$ cat src/rtl/bf_ctrl_fsm_param.sv
// Bellman-Ford control sequencer: node/edge/iteration/source counters,
// convergence early-exit, multi-source batches and valid/ack handshakes
// toward the relax and result-write datapaths.
module bf_ctrl_fsm_param #(
  parameter int unsigned NODE_W     = 8,
  parameter int unsigned EDGE_W     = 10,
  parameter int unsigned SRC_W      = 4,
  parameter bit          EARLY_EXIT = 1'b1
) (
  input  logic              clock,
  input  logic              reset,
  input  logic              start,
  input  logic [NODE_W-1:0] cfg_num_nodes,
  input  logic [EDGE_W-1:0] cfg_num_edges,
  input  logic [SRC_W-1:0]  cfg_num_src,
  input  logic              load_done,
  output logic              init_en,
  output logic [NODE_W-1:0] node_idx,
  output logic [SRC_W-1:0]  src_idx,
  output logic              edge_req,
  output logic [EDGE_W-1:0] edge_idx,
  input  logic              edge_ack,
  input  logic              relaxed,
  output logic              wr_req,
  input  logic              wr_ack,
  output logic [NODE_W-1:0] iter_count,
  output logic              busy,
  output logic              done,
  output logic              neg_cycle,
  output logic              cfg_err,
  output logic [3:0]        fsm_state
);

  typedef enum logic [3:0] {
    S_IDLE     = 4'd0,
    S_LOAD     = 4'd1,
    S_INIT     = 4'd2,
    S_ITER     = 4'd3,
    S_ITER_END = 4'd4,
    S_NEG_CHK  = 4'd5,
    S_NEG_END  = 4'd6,
    S_WRITE    = 4'd7,
    S_NEXT_SRC = 4'd8,
    S_DONE     = 4'd9
  } state_t;

  state_t            r_state;
  logic [NODE_W-1:0] r_num_nodes;
  logic [EDGE_W-1:0] r_num_edges;
  logic [SRC_W-1:0]  r_num_src;
  logic [NODE_W-1:0] r_node;
  logic [EDGE_W-1:0] r_edge;
  logic [SRC_W-1:0]  r_src;
  logic [NODE_W-1:0] r_iter;
  logic              r_changed;
  logic              r_neg_cycle;
  logic              r_cfg_err;

  logic [NODE_W-1:0] w_iter_next;
  logic [SRC_W-1:0]  w_src_next;
  logic              w_last_node;
  logic              w_last_edge;
  logic              w_no_edges;
  logic              w_last_iter;
  logic              w_last_src;

  assign w_iter_next = r_iter + NODE_W'(1);
  assign w_src_next  = r_src + SRC_W'(1);
  assign w_last_node = (r_node == r_num_nodes - NODE_W'(1));
  assign w_last_edge = (r_edge == r_num_edges - EDGE_W'(1));
  assign w_no_edges  = (r_num_edges == '0);
  assign w_last_iter = (w_iter_next == r_num_nodes - NODE_W'(1));
  assign w_last_src  = (w_src_next == r_num_src);

  // Sequencer: state and all counters advance together on handshakes
  always_ff @(posedge clock) begin
    if (!reset) begin
      r_state     <= S_IDLE;
      r_num_nodes <= '0;
      r_num_edges <= '0;
      r_num_src   <= '0;
      r_node      <= '0;
      r_edge      <= '0;
      r_src       <= '0;
      r_iter      <= '0;
      r_changed   <= 1'b0;
      r_neg_cycle <= 1'b0;
      r_cfg_err   <= 1'b0;
    end else begin
      case (r_state)
        S_IDLE: begin
          if (start) begin
            r_num_nodes <= cfg_num_nodes;
            r_num_edges <= cfg_num_edges;
            r_num_src   <= cfg_num_src;
            r_src       <= '0;
            r_node      <= '0;
            r_edge      <= '0;
            r_iter      <= '0;
            r_changed   <= 1'b0;
            if (cfg_num_nodes == '0 || cfg_num_src == '0) begin
              r_cfg_err <= 1'b1;
              r_state   <= S_DONE;
            end else begin
              r_state   <= S_LOAD;
            end
          end
        end
        S_LOAD: begin
          if (load_done) begin
            r_node  <= '0;
            r_state <= S_INIT;
          end
        end
        S_INIT: begin
          if (w_last_node) begin
            r_node    <= '0;
            r_iter    <= '0;
            r_edge    <= '0;
            r_changed <= 1'b0;
            r_state   <= (r_num_nodes == NODE_W'(1)) ? S_WRITE : S_ITER;
          end else begin
            r_node <= r_node + NODE_W'(1);
          end
        end
        // Relax passes and the negative-cycle pass share one edge walk
        S_ITER, S_NEG_CHK: begin
          if (w_no_edges) begin
            r_state <= (r_state == S_ITER) ? S_ITER_END : S_NEG_END;
          end else if (edge_ack) begin
            r_changed <= r_changed | relaxed;
            r_edge    <= r_edge + EDGE_W'(1);
            if (w_last_edge)
              r_state <= (r_state == S_ITER) ? S_ITER_END : S_NEG_END;
          end
        end
        S_ITER_END: begin
          // changed/edge are cleared on every exit so the negative-cycle
          // pass starts from a clean flag, not the last relax pass's result
          r_iter    <= w_iter_next;
          r_edge    <= '0;
          r_changed <= 1'b0;
          if (EARLY_EXIT && !r_changed) begin
            r_node  <= '0;
            r_state <= S_WRITE;
          end else if (w_last_iter) begin
            r_state <= S_NEG_CHK;
          end else begin
            r_state <= S_ITER;
          end
        end
        S_NEG_END: begin
          if (r_changed) begin
            r_neg_cycle <= 1'b1;
            r_state     <= S_DONE;
          end else begin
            r_node  <= '0;
            r_state <= S_WRITE;
          end
        end
        S_WRITE: begin
          if (wr_ack) begin
            if (w_last_node) begin
              r_node  <= '0;
              r_state <= S_NEXT_SRC;
            end else begin
              r_node <= r_node + NODE_W'(1);
            end
          end
        end
        S_NEXT_SRC: begin
          r_src   <= w_src_next;
          r_state <= w_last_src ? S_DONE : S_INIT;
        end
        S_DONE: begin
          if (!start) begin
            r_neg_cycle <= 1'b0;
            r_cfg_err   <= 1'b0;
            r_state     <= S_IDLE;
          end
        end
        default: r_state <= S_IDLE;
      endcase
    end
  end

  assign init_en    = (r_state == S_INIT);
  assign edge_req   = (r_state == S_ITER || r_state == S_NEG_CHK) && !w_no_edges;
  assign wr_req     = (r_state == S_WRITE);
  assign busy       = (r_state != S_IDLE) && (r_state != S_DONE);
  assign done       = (r_state == S_DONE);
  assign node_idx   = r_node;
  assign src_idx    = r_src;
  assign edge_idx   = r_edge;
  assign iter_count = r_iter;
  assign neg_cycle  = r_neg_cycle;
  assign cfg_err    = r_cfg_err;
  assign fsm_state  = r_state;

endmodule

$ cat config.mk
export PLATFORM = sky130hd
export DESIGN_NAME = bf_ctrl_fsm_param
export DESIGN_NICKNAME = d
export VERILOG_FILES = /design/src/rtl/bf_ctrl_fsm_param.sv
export SDC_FILE = /design/constraint.sdc
export NUM_CORES = 1
export LEC_CHECK = 0
export BUFFER_PORTS_ARGS = -buffer_cell sky130_fd_sc_hd__buf_2
export CORE_MARGIN = 3
export CORE_UTILIZATION = 40
export DETAILED_ROUTE_END_ITERATION = 16
export GPL_TIMING_DRIVEN = 0
export PLACE_DENSITY = 0.65
export SLEW_MARGIN = 25
export SYNTH_ARGS = -nofsm -noshare
export SYNTH_HDL_FRONTEND = slang
export SYNTH_SLANG_ARGS = --single-unit
export TNS_END_PERCENT = 10
$ cat constraint.sdc
create_clock -name clock -period 2.8 [get_ports clock]
set_input_delay 0.42 -clock clock [delete_from_list [all_inputs] [get_ports clock]]
set_output_delay 0.42 -clock clock [all_outputs]
set_load 0.005 [all_outputs]
### Word level (Yosys, flattened, before mapping)

Index checks and enable logic that the tools add are counted.

* divide/modulo/power cells: 0
* equality and inequality tests: 28
* shift-type cells: 0
* $add $sub $neg: 6
* bitwise operators: 1
* reductions and logical operators: 26
* muxes and demuxes: 43
* multiply operators: 0
* magnitude comparators: 0

Operator list (count)
* 4-bit two-way mux: 13
* 8-bit two-way mux: 6
* 10-bit two-way mux: 4
* 10-bit case mux with 4 select lines: 1
* 8-bit case mux with 5 select lines: 1
* 4-bit case mux with 9 select lines: 1
* 8-bit case mux with 3 select lines: 1
* 8-bit by 1-bit adder with 8-bit output (second input constant): 2
* 4-bit by 3-bit equality test with 1-bit output (second input constant): 4
* 8-bit equality test: 2
* 2-bit inequality test (second input constant): 8
* 10-bit by 1-bit adder with 10-bit output (second input constant): 1
* 10-bit equality test: 1
* 10-bit zero test: 1
* 5-bit AND reduction: 2
* 10-bit by 1-bit subtractor with 10-bit output (second input constant): 1
* 3-bit two-way mux: 3
* 4-bit by 2-bit equality test with 1-bit output (second input constant): 2
* 4-bit equality test (second input constant): 2
* 8-bit by 1-bit equality test with 1-bit output (second input constant): 1
* 4-bit zero test: 2
* 8-bit zero test: 1
* 1-bit two-way mux: 8
* 4-bit case mux with 2 select lines: 1
* 23 further kinds: 35

* bits of input ports: 29
* output and inout bits: 41
* memories kept: 0
* memory bits (writable): 0
* bits in latches: 0
* logic and storage cells: 115
* ROM bits: 0
* register bits: 59

### Logic depth before layout (Yosys ltp)

Gate-level depths: netlist (run 1).

* word-level depth: 6
* depth in mapped cells: 11
* gate-level depth less buffers: 9

### Least setup slack after synthesis (run 1)

Ideal clock, no wire load.

* kind: reg-to-reg
* start point: reg r_num_nodes[0]
* end point: reg r_edge[5], in the netlist edge_idx[5]
* clock period less this slack: 2.580 ns
* cell stages (with the launch flop): 11
* required time: 2.728 ns
* arrival time: 2.508 ns
* setup slack: 0.220 ns
* setup time: 0.072 ns
* buffers on the path: 1
* cell sequence: dfxtp_1 -> buf_6 -> inv_1 -> ha_1 -> xor3_4 -> nor3_1 -> nand4_4 -> o31ai_4 -> nand3_4 -> or4_1 -> a21oi_1

* word-level cells in the longest chain between the ends: 4

RTL lines
* start: declaration: RTL line 48 `logic [NODE_W-1:0] r_num_nodes;`
* start signal: assignment: RTL line 93 `r_num_nodes <= cfg_num_nodes;`
* 8-bit by 1-bit subtractor with 8-bit output: RTL line 69 `assign w_last_node = (r_node == r_num_nodes - NODE_W'(1));`
* 8-bit equality test: RTL line 69
* 2-bit by 1-bit inequality test with 1-bit output (no source line)
* 5-bit AND reduction (no source line)
* end signal: assignment: RTL line 132 `r_edge <= r_edge + EDGE_W'(1);`
* end: declaration: RTL line 52 `logic [EDGE_W-1:0] r_edge;`

Every way passes these cells.
A chain may end at the register's enable or synchronous reset.

### Worst setup path after layout (run 1)

* start point: reg r_num_nodes[0]
* end point: reg r_edge[9], in the netlist edge_idx[9]

Same word-level chain as after synthesis.

==> flow_summary.ini, run 1 <==
[outcome]
status = completed

[yosys]
synth_area_per_cell_um2 = 7.934
synthMuxAreaShare_pct = 0.7968
postSynthCellCount = 475
synthFlopType = dfxtp_1
synth-edff-count = 0
synth_xor_area_share_pct = 14.11
ys_seq_area_share_pct = 31.34
synthArstFlopShare_pct = 0
synth_simple_gate_area_share_pct = 27.76
ys_top_cells_by_area = dfxtp_1, xnor2_1, a21oi_1
synth-seq-cells = 59
post-synth-top-area-cell = dfxtp_1
synth_top_area_share_pct = 31.34
yosys.cell_types.count = 67
synth-compound-area-share_pct = 18.03
syn_nets = 511
syn_area_um2 = 3769
yosys_warnings = 0
synthAdderAreaFrac_pct = 2.324
synth_top_family_by_area = simple AND/OR/NAND/NOR gates

[clock_network]
numCtsBuffers = 9
clk_latency_ps = 340
cts_max_level = 3
clkSinkCount = 59
cts_buffer_depth = 2
cts_root_buf = clkbuf_8
clk_pin_slew_worst_paths_ps = 70
cts_tree = yes

[setup_path]
criticalPathCategory = reg -> reg
arrival_ps = 2980
slowest_stage = or4_1
critPathBufInv = 2
end_kind = flop
r2r_cells = 10
cp_cell_sequence = buf_6 > inv_1 > ha_2 > xor3_4 > nor3_4 > nand4_4 > o31ai_4 > nand3_4 > or4_1 > a21oi_1
start_kind = flop
slowest_delay_ps = 520
critPathTopFamily = simple AND/OR/NAND/NOR gates
worst-path-max-fanout = 7
cp.required_ps = 3080
cp.depth = 10

[route]
routed_wl_um = 10350
num_vias = 3652
vias_per_cell = 5.475
dr.pass1.iters = 5
ant_nets = 0
drt_iter0_drc = 209
drc = 0
wire_per_inst_um = 15.52

[cells_and_area]
layout_common_cells = buf_2, nand2_1, dfxtp_1, a21oi_1, nor2_1
drive_gt1_share_pct = 22.54
area_growth_pct = 20.05
diodes = 0
final_common_cell = buf_2
postLayoutCoreUtil_pct = 50.64
nets = 590
final_area_um2 = 4524

[worst_hold_path]
whs_path_depth = 3
hold_class = in -> reg

[global_route]
use_met1_pct = 24.15
track_usage_pct = 20.03
grt_start_max_net_pins = 12
grt_pass1_vias = 3535
grt.busiest_layer = met2
grt_overflow = 0
antenna_found_initial = 0
met2_usage_pct = 35.37
grtUsageMet3_pct = 4.060
grt_pass1_wl_um = 16880

[die]
core_area_um2 = 8934
die_w_um = 103.1
ios = 70
initial_utilization_pct = 42.18
dieArea_um2 = 10620
die_h_um = 103.1
fp-row-count = 34

[sta]
hold_viol = 0
period_needed_ps = 2703
slew-limit-headroom_pct = 51.21
fmax_mhz = 369.9
final_max_slew_viol_count = 0
setup_viol = 0
post-route-period-util_pct = 96.55
grt_setup_unrepaired = true
whs_ps = 312.0
setup_slack_ps = 96.55
skew_ps = 6.605
tightest_slew_ps = 725.2

[pwr]
power.total_mw = 3.839
pwr-share-clk_pct = 21.9
powerDensity_nw_per_um2 = 848.5
vdd_ir_drop_max_mv = 0.3619
combPwrFrac_pct = 50.1
leakagePower_nw = 1.843
p_seq_share_pct = 28.0
power_switching_mw = 1.599
intPower_mw = 2.239
switching_share_pct = 41.66

[placement]
dpl_worst_slack_ps = -204.7
dpl-instance-area_um2 = 4239
portBuffers = 67
dp_hpwl_um = 7704
gp_congestion = 0.8532

[flow_run]
max-cap-violations = 0
[synth_stat cells, drive strengths merged (2+ instances only)]
| cell type | number |
|---|---|
| xnor3 | 2 |
| nor4b | 3 |
| a41oi | 2 |
| and2 | 3 |
| nand2 | 65 |
| nor2b | 4 |
| nand2b | 4 |
| a21oi | 53 |
| nand3 | 16 |
| ha | 7 |
| or4 | 5 |
| xor2 | 21 |
| nor3b | 3 |
| nor4 | 6 |
| a211oi | 2 |
| nor2 | 50 |
| and3 | 10 |
| nor3 | 6 |
| dfxtp | 59 |
| o221a | 2 |
| o22ai | 2 |
| buf | 6 |
| or2 | 4 |
| mux2i | 3 |
| o211ai | 3 |
| clkbuf | 20 |
| o31ai | 5 |
| xnor2 | 31 |
| a21o | 2 |
| nand3b | 5 |
| or3 | 9 |
| o21ai | 19 |
| nand4 | 8 |
| a31oi | 3 |
| inv | 15 |
[area by class of cell]
| type | instances | area [um2] |
|---|---|---|
| Fill cell | 897 | 4409 |
| Multi-Input combinational cell | 374 | 2437 |
| Sequential cell | 59 | 1181 |
| Timing Repair Buffer | 69 | 350.3 |
| Buffer | 26 | 152.6 |
| Clock buffer | 11 | 151.4 |
| Tap cell | 108 | 135.1 |
| Clock inverter | 5 | 60.06 |
| Inverter | 15 | 56.30 |
[per-layer routing]
| metal | wire (um) | part of all wire (%) |
|---|---|---|
| met5 | 0 | 0 |
| met4 | 190 | 1.8 |
| met3 | 549 | 5.3 |
| met2 | 5220 | 50 |
| met1 | 4393 | 42 |
[power groups by stage]
stage | Sequential [mW] | Clock (mW) | Combinational, mW
after detailed placement | 1.09 | 0 | 1.81
after floorplan | 1.06 | 0 | 1.42
after global placement | 1.09 | 0 | 1.76
after global routing | 1.09 | 0.898 | 2.13
after CTS | 1.07 | 0.860 | 1.87
final | 1.08 | 0.839 | 1.92
[per-stage QoR]
step                setup TNS [ps]  std cells
detailed placement           -2171        650
finish                           0        667
global route                -287.8        667
CTS                              0        667
floorplan                        0        475
global placement             -1806        650
[worst min-delay path, stage by stage]
cell and delay (ps):
buf_2 90, nand2_1 50, a21oi_1 50
[registers in the layout, indices dropped and copies added, names as in the netlist]
name,flops
node_idx,8
cfg_err,1
neg_cycle,1
r_num_edges,10
fsm_state,4
r_num_nodes,8
r_num_src,4
src_idx,4
edge_idx,10
iter_count,8
r_changed,1
[logic make-up after synthesis]
kind of cell             count (synthesis)
AND/OR/NAND/NOR                        202
flip-flops                              59
adder cells (fa/ha/maj)                  7
AO/OA/AOI/OAI                          107
XOR/XNOR                                55
multiplexers                             3
buffers and inverters                   42
[path summary, 6_finish.rpt]
path | startpoint | end | slack, ps
setup reg to reg | r_num_nodes[0] | edge_idx[9] | 100
setup / recovery | r_num_nodes[0] | edge_idx[9] | 100
hold reg to reg | r_num_edges[1] | r_num_edges[1] | 480
hold / removal | cfg_num_edges[4] | r_num_edges[4] | 310
[repair_timing]
item | in CTS | in global routing
endpoints found under the hold margin | 0 | 0
pin swaps | 0 | 0
gates resized for setup | 7 | 3
setup buffers | 1 | 1
endpoints found under the setup margin | 13 | 15
hold buffers | 0 | 0
No activity file was read; power rests on OpenSTA's default activity.
==> run 2: changes to the inputs <==
ABC_AREA = 1   (was unset)
==> flow_summary.ini, run 2 <==
[outcome]
status = completed

[die]
core_area_um2 = 9284
initial_utilization_pct = 41.54
die_h_um = 104.2
fp-row-count = 35
ios = 70
dieArea_um2 = 10850
die_w_um = 104.2

[yosys]
synth-edff-count = 0
ys_seq_area_share_pct = 30.63
synth_commonest_cells = nand2_1, inv_1, nor2_1
synthFlopType = dfxtp_1
synthArstFlopShare_pct = 0
synth_top_area_share_pct = 30.63
syn_nets = 661
synth-seq-cells = 59
yosys.cell_types.count = 35
syn_area_um2 = 3856
post-synth-top-area-cell = dfxtp_1
ys_top_cells_by_area = dfxtp_1, nand2_1, inv_1
synth_area_per_cell_um2 = 6.170
postSynthCellCount = 625
yosys_warnings = 0
yosysMostFrequentCell = nand2_1

[sta]
hold_viol = 0
setup_viol = 0
period_needed_ps = 2437
fmax_mhz = 410.4
fin_setup_tns_ps = 0
grt_setup_unrepaired = false
whs_ps = 338.2
tightest_slew_ps = 695.9
setup_slack_ps = 363.2
slew-limit-headroom_pct = 53.43
skew_ps = 11.23
final_max_slew_viol_count = 0
post-route-period-util_pct = 87.03

[route]
drc = 0
dr.pass1.iters = 7
ant_nets = 0
num_vias = 4150
wire_per_inst_um = 12.56
drt_iter0_drc = 192
vias_per_cell = 4.946
routed_wl_um = 10540

[clock_network]
cts_tree = yes
clk_pin_slew_worst_paths_ps = 70
cts_buffer_depth = 2
ctsResizeCount = 0
numCtsBuffers = 9
postCtsSetupRepairBufs = 0
cts_root_buf = clkbuf_8
cts_max_level = 3
holdBufCountCts = 0
clk_latency_ps = 340
clkSinkCount = 59

[pwr]
switching_share_pct = 47.30
intPower_mw = 2.059
vdd_ir_drop_max_mv = 0.4589
powerDensity_nw_per_um2 = 857.3
power.total_mw = 3.907
p_seq_share_pct = 29.5
power_switching_mw = 1.848
pwr-share-clk_pct = 20.5
leakagePower_nw = 2.144
combPwrFrac_pct = 50.0

[setup_path]
start_kind = flop
criticalPathCategory = reg -> reg
r2r_cells = 12
arrival_ps = 2660
worst_r2r_endpoint = r_changed
reg2reg_slack_ps = 360
worst-path-max-fanout = 9
end_kind = flop
cp.required_ps = 3030
rr_startpoint = r_num_nodes[0]

[global_route]
grt_overflow = 0
grt_pass1_wl_um = 17830
grtUsageMet3_pct = 3.290
grt.busiest_layer = met2
met2_usage_pct = 32.54
grt_pass1_vias = 3918
track_usage_pct = 19.87
antenna_found_initial = 0
grt_start_max_net_pins = 11
use_met1_pct = 25.96

[cells_and_area]
fillers = 999
area_growth_pct = 18.17
instances_no_fill = 839
layout_common_cells = nand2_1, inv_1, buf_2, nor2_1, dfxtp_1
regArea_um2 = 1181
multi_input_area_um2 = 2323
final_common_cell = nand2_1
drive_gt1_share_pct = 18.03
nets = 741
diodes = 0

[worst_hold_path]
hold_start = cfg_num_src[3]
hold_class = in -> reg
whs_path_depth = 3
holdPathEnd = r_num_src[3]

[placement]
portBuffers = 69
gp_congestion = 0.9361
dp_hpwl_um = 8280
dpl_worst_slack_ps = 346.4
place_inst = 823

[flow_run]
max-cap-violations = 0
==> run 2: cell count changes in the layout (fill, tap and decap cells not counted), sizes merged, moves of 5 or more <==
cell,before,now
xnor2,31,6
nand2,65,214
nor2,50,67
clkbuf,30,20
nand3,16,38
o21ai,19,34
nor3,6,14
inv,16,78
o31ai,5,0
or4,5,0
or3,9,0
and3,10,0
==> run 2: worst max path at each step <==
stage	start	endpoint	slack [ps]	cells past startpoint
after global placement	r_num_nodes[0]	r_changed	390	12
final	r_num_nodes[0]	r_changed	360	12
after detailed placement	r_num_nodes[0]	r_changed	350	12
after CTS	r_num_nodes[0]	edge_idx[0]	330	12
after floorplan	r_num_nodes[0]	edge_idx[2]	910	14
after global routing	r_num_nodes[0]	edge_idx[0]	120	12
==> run 2: metal layers <==
metal | vias to the layer above | share of wire (%)
met4 | 0 | 2.2
li1 | 2151 | -
met2 | 116 | 46
met5 | - | 0
met1 | 1864 | 47
met3 | 19 | 4.5
==> run 2: logic make-up after synthesis <==
family,count (synthesis),share of synthesized area [%]
adder cells (fa/ha/maj),7,2.271
AO/OA/AOI/OAI,93,13.43
XOR/XNOR,25,5.678
flip-flops,59,30.63
buffers and inverters,91,9.117
AND/OR/NAND/NOR,350,38.87
==> run 2: worst max-delay path, cell delays in order, from the launching register on <==
cell and delay, ps:
dfxtp_1 440, inv_2 140, ha_1 370, xor2_1 140
o21ai_0 100, nor2_1 90, nand2_1 60, nor2_1 90
nand3_1 160, nand2_2 130, nand3_1 330, nand2_1 220
a21oi_1 50
==> run 2: cell type report <==
type | instances | share of cell area [%]
flip-flops and latches | 59 | 25.92
clock inverters | 5 | 1.153
clock buffers | 11 | 3.103
well taps | 129 | 3.542
inverters | 80 | 6.617
plain buffers | 11 | 1.098
multi-input cells | 475 | 50.99
repair buffers | 69 | 7.578
==> run 2: power by group through the flow <==
stage	registers (mW)	logic, mW	clock network [mW]
2_1_floorplan	1.13	1.47	0
3_3_place_gp	1.17	1.91	0
3_5_place_dp	1.17	1.95	0
4_1_cts	1.15	1.96	0.810
5_1_grt	1.18	2.26	0.844
6_report	1.15	1.95	0.799
==> run 2: stage by stage <==
| stage | instance area, um2 | utilization [%] |
|---|---|---|
| global placement | 4363 | 46.99 |
| CTS | 4557 | 49.08 |
| global route | 4557 | 49.08 |
| detailed placement | 4363 | 46.99 |
| floorplan | 3856 | - |
| finish | 4557 | 49.08 |
==> run 3: changes to the inputs <==
BUFFER_PORTS_ARGS = -buffer_cell sky130_fd_sc_hd__clkbuf_2   (was -buffer_cell sky130_fd_sc_hd__buf_2)
==> flow_summary.ini, run 3 (synthesized netlist as in run 2, its figures left out) <==
[cells_and_area]
layout_common_cells = nand2_1, inv_1, clkbuf_2, nor2_1, dfxtp_1
fillers = 1016
drive_gt1_share_pct = 17.61
area_growth_pct = 17.13
nets = 741
diodes = 0
instances_no_fill = 839
final_common_cell = nand2_1

[clock_network]
clk_latency_ps = 340
postCtsSetupRepairBufs = 0
numCtsBuffers = 9
cts_buffer_depth = 2
cts_tree = yes
clk_pin_slew_worst_paths_ps = 70
cts_max_level = 3
ctsResizeCount = 0
holdBufCountCts = 0
clkSinkCount = 59
cts_root_buf = clkbuf_8

[sta]
slew-limit-headroom_pct = 54.43
fin_setup_tns_ps = 0
post-route-period-util_pct = 88.29
final_max_slew_viol_count = 0
fmax_mhz = 404.5
hold_viol = 0
tightest_slew_ps = 681.1
setup_slack_ps = 327.8
skew_ps = 6.662
grt_setup_unrepaired = false
setup_viol = 0
period_needed_ps = 2472

[route]
wire_per_inst_um = 12.48
ant_nets = 0
drt_iter0_drc = 204
num_vias = 4096
vias_per_cell = 4.882
routed_wl_um = 10470
drc = 0
dr.pass1.iters = 4

[global_route]
track_usage_pct = 19.87
grt_overflow = 0
grt_pass1_wl_um = 17850
grt_start_max_net_pins = 11
antenna_found_initial = 0
grt_pass1_vias = 3849

[die]
dieArea_um2 = 10850
initial_utilization_pct = 41.54
die_h_um = 104.2
ios = 70
fp-row-count = 35
core_area_um2 = 9284
die_w_um = 104.2

[setup_path]
rr_startpoint = r_num_nodes[0]
arrival_ps = 2700
end_kind = flop
criticalPathCategory = reg -> reg
r2r_cells = 14
startpoint = r_num_nodes[0]
start_kind = flop
reg2reg_slack_ps = 330
worst-path-max-fanout = 9
cp.required_ps = 3030

[placement]
dp_hpwl_um = 8325
place_inst = 823
dpl_worst_slack_ps = 344.7
portBuffers = 69
gp_congestion = 0.9402

[outcome]
status = completed

[pwr]
vdd_ir_drop_max_mv = 0.4090
p_seq_share_pct = 30.6
combPwrFrac_pct = 51.8
pwr-share-clk_pct = 17.6
power_switching_mw = 1.834
switching_share_pct = 48.53
leakagePower_nw = 2.096
powerDensity_nw_per_um2 = 836.6
intPower_mw = 1.945

[worst_hold_path]
hold_start = relaxed
whs_path_depth = 3
hold_class = in -> reg

[flow_run]
max-cap-violations = 0
-- run 3: cell count changes in the layout (fill, tap and decap cells not counted), sizes merged --
cell and change:
buf -69, clkinvlp -1, bufinv -1, clkbuf +71
-- run 3: final timing paths --
path | endpoint
min reg2reg | r_num_src[0]
max | edge_idx[0]
max reg2reg | edge_idx[0]
min | r_changed
-- run 3: worst max-delay path: stages, from the launching register on --
cell and delay, ps:
dfxtp_1 460, inv_2 150, ha_1 300, nand2_1 120, nor2_1 60, nand3_1 70
nand2_1 80, nand2_1 70, nand2_1 50, nor2_1 110, nand3_1 150, nand2_2 130
nand3_1 330, nand2_1 220, a21oi_1 50
-- run 3: power groups by stage --
stage               logic [mW]  clock network (mW)  registers (mW)
floorplan                 1.47                   0            1.13
finish                    1.96               0.667            1.16
CTS                       1.96               0.682            1.15
detailed placement        1.95                   0            1.17
global route              2.25               0.718            1.18
global placement          1.91                   0            1.17
-- run 3: routing by layer --
layer,global-route usage [%],routed length [um],vias up
met3,3.849,393,17
met2,32.54,4895,85
met1,26.54,4989,1845
li1,-,-,2149
met5,0,0,-
met4,5.888,191,0
-- run 3: stage by stage --
stage               utilization [%]  cell area (um2)  hold WS, ps  total power [mW]
floorplan                         -             3856        448.0             2.601
global placement              46.99             4363        475.1             3.078
detailed placement            46.99             4363        476.1             3.124
CTS                           48.65             4517        304.5             3.798
global route                  48.65             4517        322.3             4.151
finish                        48.65             4517        319.6             3.779
-- run 3: area by class of cell --
type / instances / area [um2] / share of cell area (%)
buffer: 11 / 50.05 / 1.108
clock buffer: 13 / 138.9 / 3.075
clock inverter: 3 / 15.01 / 0.3324
inverter: 80 / 301.5 / 6.676
multi-input combinational: 475 / 2323 / 51.44
sequential: 59 / 1181 / 26.15
tap: 129 / 161.4 / 3.573
timing repair buffer: 69 / 345.3 / 7.645
